File: src/rtl/dshot_frame_tx.sv
// DSHOT150 frame serializer for a single motor channel.
//
// Takes the latest 12-bit value written by the register block ({telem,
// throttle[10:0]}), builds the 16-bit frame {throttle, telem, crc4} and
// drives it MSB first as pulse-width-coded bits on the motor pin. After the
// first write the latest value is re-sent continuously, with a guard gap
// between frames, for as long as i_enable is high.
//
// Ports:
//   i_clk          system clock
//   i_rst          asynchronous active-high reset
//   i_wr_stb       one-cycle strobe, latches i_value as the pending value
//   i_value        [10:0] throttle, [11] telemetry request
//   i_enable       1 = frames may start
//   o_motor        DSHOT line, idle low
//   o_busy         high while a frame or its gap is in progress
//   o_frame_done   one-cycle pulse on the last cycle of a frame's last bit
//   o_armed        high once any value has been written
module dshot_frame_tx #(
  parameter int BIT_CYCLES = 480,
  parameter int T1H_CYCLES = 360,
  parameter int T0H_CYCLES = 180,
  parameter int GAP_CYCLES = 1440
) (
  input  logic        i_clk,
  input  logic        i_rst,
  input  logic        i_wr_stb,
  input  logic [11:0] i_value,
  input  logic        i_enable,
  output logic        o_motor,
  output logic        o_busy,
  output logic        o_frame_done,
  output logic        o_armed
);

  localparam int CW = $clog2(BIT_CYCLES);
  localparam int GW = $clog2(GAP_CYCLES);

  localparam logic [CW-1:0] CYC_LAST = CW'(BIT_CYCLES - 1);
  localparam logic [CW-1:0] T1H_C    = CW'(T1H_CYCLES);
  localparam logic [CW-1:0] T0H_C    = CW'(T0H_CYCLES);
  localparam logic [GW-1:0] GAP_LAST = GW'(GAP_CYCLES - 1);

  typedef enum logic [1:0] {
    S_IDLE,
    S_BIT,
    S_GAP
  } state_t;

  state_t        state_q;
  logic [11:0]   pend_q;
  logic [15:0]   shift_q;
  logic [3:0]    bit_q;
  logic [CW-1:0] cyc_q;
  logic [GW-1:0] gap_q;
  logic          motor_q;
  logic          busy_q;
  logic          done_q;
  logic          armed_q;

  logic [CW-1:0] cyc_d;
  logic [CW-1:0] thr_d;
  logic [15:0]   load_d;

  // The register value carries telemetry in bit 11; on the wire it follows
  // the throttle, so the word is rotated before the nibble-fold CRC.
  function automatic logic [15:0] build_frame(input logic [11:0] val);
    logic [11:0] v;
    logic [3:0]  crc;
    v   = {val[10:0], val[11]};
    crc = v[3:0] ^ v[7:4] ^ v[11:8];
    return {v, crc};
  endfunction

  always_comb begin
    cyc_d  = cyc_q + 1'b1;
    thr_d  = shift_q[15] ? T1H_C : T0H_C;
    // A write in the load cycle itself is the freshest value: bypass pend_q.
    load_d = build_frame(i_wr_stb ? i_value : pend_q);
  end

  // o_motor is registered, so each assignment below sets the level for the
  // cycle index being entered, not the one being left.
  always_ff @(posedge i_clk or posedge i_rst) begin
    if (i_rst) begin
      state_q <= S_IDLE;
      pend_q  <= '0;
      shift_q <= '0;
      bit_q   <= '0;
      cyc_q   <= '0;
      gap_q   <= '0;
      motor_q <= 1'b0;
      busy_q  <= 1'b0;
      done_q  <= 1'b0;
      armed_q <= 1'b0;
    end else begin
      done_q <= 1'b0;

      if (i_wr_stb) begin
        pend_q  <= i_value;
        armed_q <= 1'b1;
      end

      case (state_q)
        S_IDLE: begin
          if (armed_q && i_enable) begin
            shift_q <= load_d;
            bit_q   <= 4'd15;
            cyc_q   <= '0;
            motor_q <= 1'b1;
            busy_q  <= 1'b1;
            state_q <= S_BIT;
          end
        end

        S_BIT: begin
          if (cyc_q == CYC_LAST) begin
            if (bit_q == 4'd0) begin
              gap_q   <= '0;
              motor_q <= 1'b0;
              state_q <= S_GAP;
            end else begin
              bit_q   <= bit_q - 1'b1;
              shift_q <= {shift_q[14:0], 1'b0};
              cyc_q   <= '0;
              motor_q <= 1'b1;
            end
          end else begin
            cyc_q   <= cyc_d;
            motor_q <= (cyc_d < thr_d);
            // Lines the pulse up with the final cycle of bit 0.
            if ((cyc_d == CYC_LAST) && (bit_q == 4'd0)) begin
              done_q <= 1'b1;
            end
          end
        end

        S_GAP: begin
          if (gap_q == GAP_LAST) begin
            busy_q  <= 1'b0;
            state_q <= S_IDLE;
          end else begin
            gap_q <= gap_q + 1'b1;
          end
        end

        default: begin
          motor_q <= 1'b0;
          busy_q  <= 1'b0;
          state_q <= S_IDLE;
        end
      endcase
    end
  end

  assign o_motor      = motor_q;
  assign o_busy       = busy_q;
  assign o_frame_done = done_q;
  assign o_armed      = armed_q;

endmodule

File: config.mk
export PLATFORM = sky130hd
export DESIGN_NAME = dshot_frame_tx
export DESIGN_NICKNAME = d
export VERILOG_FILES = /design/src/rtl/dshot_frame_tx.sv
export SDC_FILE = /design/constraint.sdc
export NUM_CORES = 1
export LEC_CHECK = 0
export BUFFER_PORTS_ARGS = -buffer_cell sky130_fd_sc_hd__buf_2
export CORE_ASPECT_RATIO = 1.2
export CORE_UTILIZATION = 30
export CTS_CLUSTER_DIAMETER = 200
export DETAILED_ROUTE_END_ITERATION = 8
export HOLD_SLACK_MARGIN = 0.03
export PLACE_DENSITY = 0.53
export SYNTH_ARGS = -nofsm -noshare
export SYNTH_HDL_FRONTEND = slang
export SYNTH_SLANG_ARGS = --single-unit
File: constraint.sdc
create_clock -name i_clk -period 2.61 [get_ports i_clk]
set_input_delay 0 -clock i_clk [delete_from_list [all_inputs] [get_ports i_clk]]
set_output_delay 0 -clock i_clk [all_outputs]
set_load 0.005 [all_outputs]
==> flow_summary.toml <==
[drt]
vias = 2214
drtIter0Drc = 85
wl_per_cell_um = 12.8
viasPerCell = 4.73
finalWirelength_um = 5990
drc = 0
antenna_left = 0
drt_first_pass_iters = 6

[outcome]
status = "completed"

[yosys]
synth_async_sr_flop_share_pct = 100
syn_inst = 303
yosys.area.top_type = "dfrtp_1"
synth_area_mm2 = 0.00300
synth_top_cell_area_share_pct = 48.3
ys_ff_latch = 58
syn-num-nets = 328
synth_area_leaders = "dfrtp_1 48%, nor2_1 4.9%, mux2i_1 4.0%, xnor2_1 3.8%, ha_1 3.7%"
synth-seq-area-share_pct = 48.3
ys.flop_type = "dfrtp_1"
synth_cell_types = 52
yosysWarnings = 0
synth.avg_cell_area_um2 = 9.91
synth_edf_count = 0

[layout]
layout_common_cells = "58 x dfrtp_1, 39 x nor2_1, 27 x inv_1, 21 x nand2_1, 20 x o21ai_0"
final_common_cell = "dfrtp_1"
antenna_cells = 0
fin_area_mm2 = 0.00368
fin_cells = 468
area_growth_pct = 22.5
layout-drive-gt1-share_pct = 17.7
final_nets = 365
postLayoutCoreUtil_pct = 38.3

[cts]
cts.path.max_buffers = 2
post_cts_buffers = 0
htree_levels = 3
clkTransAtPathRegs_ns = 0.05
cts-root-buf = "clkbuf_16"
clk-insertion-delay-late_ns = 0.33
cts_buffers = 9
cts_tree = "yes"
clock-sinks = 58

[power_and_ir_drop]
p_leak_nw = 1.72
vdd_drop_max_mv = 0.286
finalPower_mw = 2.31
power_density_mw_per_mm2 = 626

[place]
gp_congestion = 0.798
dp_cells = 439
dp_hpwl_um = 4210
dpl_cell_area_mm2 = 0.00323
place_ws_ns = 0.324
numPortBuffers = 19

[timing]
finalCritPeriodShare_pct = 91.6
final.setup.worst_slack_ns = 0.219
max_freq_mhz = 418
hold_violations = 0
setup_viol = 0
maxSlewViolCount = 0
finalSetupTns_ns = 0
rsz0062_at_grt = "no"
period_needed_ns = 2.39
worst_slew_pin_slew_ns = 0.735
slew_headroom_pct = 50.9
whs_ns = 0.187
skew_ns = 0.00699

[global_route]
grt_max_degree = 36
track_usage_pct = 12.3
gr-total-overflow = 0
grt_pass1_wl_um = 10000
grt_pass1_vias = 2127
antenna_found_initial = 0

[worst_setup_path]
critPathRequiredTime_ns = 2.81
cp-start-kind = "flip-flop"
crit_path_end_kind = "flip-flop"
worstSetupPathType = "flip-flop to flip-flop"
arrival_ns = 2.59
cp_max_fo = 6

[floorplan]
start_util_pct = 31.3
core_mm2 = 0.00961
die_width_um = 93.4
row_count = 39
die_area_mm2 = 0.0104
ios = 20
die_h_um = 112

[min_path]
min_path_type = "input port to flip-flop"

[run]
cap_violations = 0
-- area by class of cell --
cell class	count	area (µm²)
Clock buffer	9	225
Timing Repair Buffer	38	270
Multi-Input combinational cell	205	1380
Clock inverter	7	93.8
Sequential cell	58	1450
Fill cell	940	5930
Tap cell	123	154
Inverter	28	105
-- what timing repair did --
action,in CTS,in global routing
hold buffers,13,0
hold endpoints to repair,45,0
resized for setup,0,0
-- synth_stat cells, drive strengths merged, types with 2 or more instances --
library cell	n
a21oi	16
a221oi	4
and2	2
and3	3
and4	2
buf	10
clkbuf	2
dfrtp	58
ha	9
inv	28
mux2i	12
nand2	22
nand3	9
nand4	9
nor2	40
nor2b	2
nor3	4
o21ai	25
o31ai	3
or2	2
xnor2	13
xor2	10
-- logic make-up after synthesis --
kind of cell	synth area share, %
flops	48.3
simple gates	17.9
mux	4.50
buf+inv	5.75
fa+ha+maj	3.75
compound gates	13.1
xor+xnor	6.71
-- worst paths after layout --
| check | endpoint | cells past startpoint | startpoint | slack (ns) |
|---|---|---|---|---|
| max reg2reg | o_motor$_DFFE_PP0P_ | 10 | cyc_q[0]$_DFFE_PP0P_ | 0.22 |
| max in group asynchronous | pend_q[2]$_DFF_PP0_ | 4 | i_rst | 1.60 |
| max | o_motor$_DFFE_PP0P_ | 10 | cyc_q[0]$_DFFE_PP0P_ | 0.22 |
| min reg2reg | o_busy$_DFFE_PP0P_ | 1 | o_busy$_DFFE_PP0P_ | 0.52 |
| min | bit_q[3]$_DFFE_PP0P_ | 3 | i_enable | 0.19 |
| min in group asynchronous | bit_q[3]$_DFFE_PP0P_ | 3 | i_rst | 0.35 |
-- worst max-delay path: stages (launching register included) --
cell and delay, ns:
dfrtp_1 0.42, ha_1 0.31, nand3_1 0.15, nor2_1 0.16, nand4_1 0.13, xor2_1 0.25
inv_1 0.08, ha_1 0.30, nand3_1 0.09, o31ai_1 0.28, nand3b_1 0.11
-- per-layer routing --
metal	vias to the layer above	track usage, %	part of all wire (%)
met1	1054	16.0	47
met4	0	5.23	2.1
met3	12	2.87	3.0
li1	1108	-	-
met5	-	0	0
met2	40	19.3	48
-- sequential cells by signal, indices dropped and copies added, names as in the netlist --
| register | flops |
|---|---|
| pend_q | 12 |
| o_motor | 1 |
| gap_q | 11 |
| o_frame_done | 1 |
| o_busy | 1 |
| bit_q | 4 |
| o_armed | 1 |
| state_q | 2 |
| shift_q | 16 |
| cyc_q | 9 |
-- where the power goes --
part,internal (mW),switching (mW)
clock network,0.832,0.427
logic,0.0546,0.0673
registers,0.918,0.00526
No activity file was read; power rests on OpenSTA's default activity.
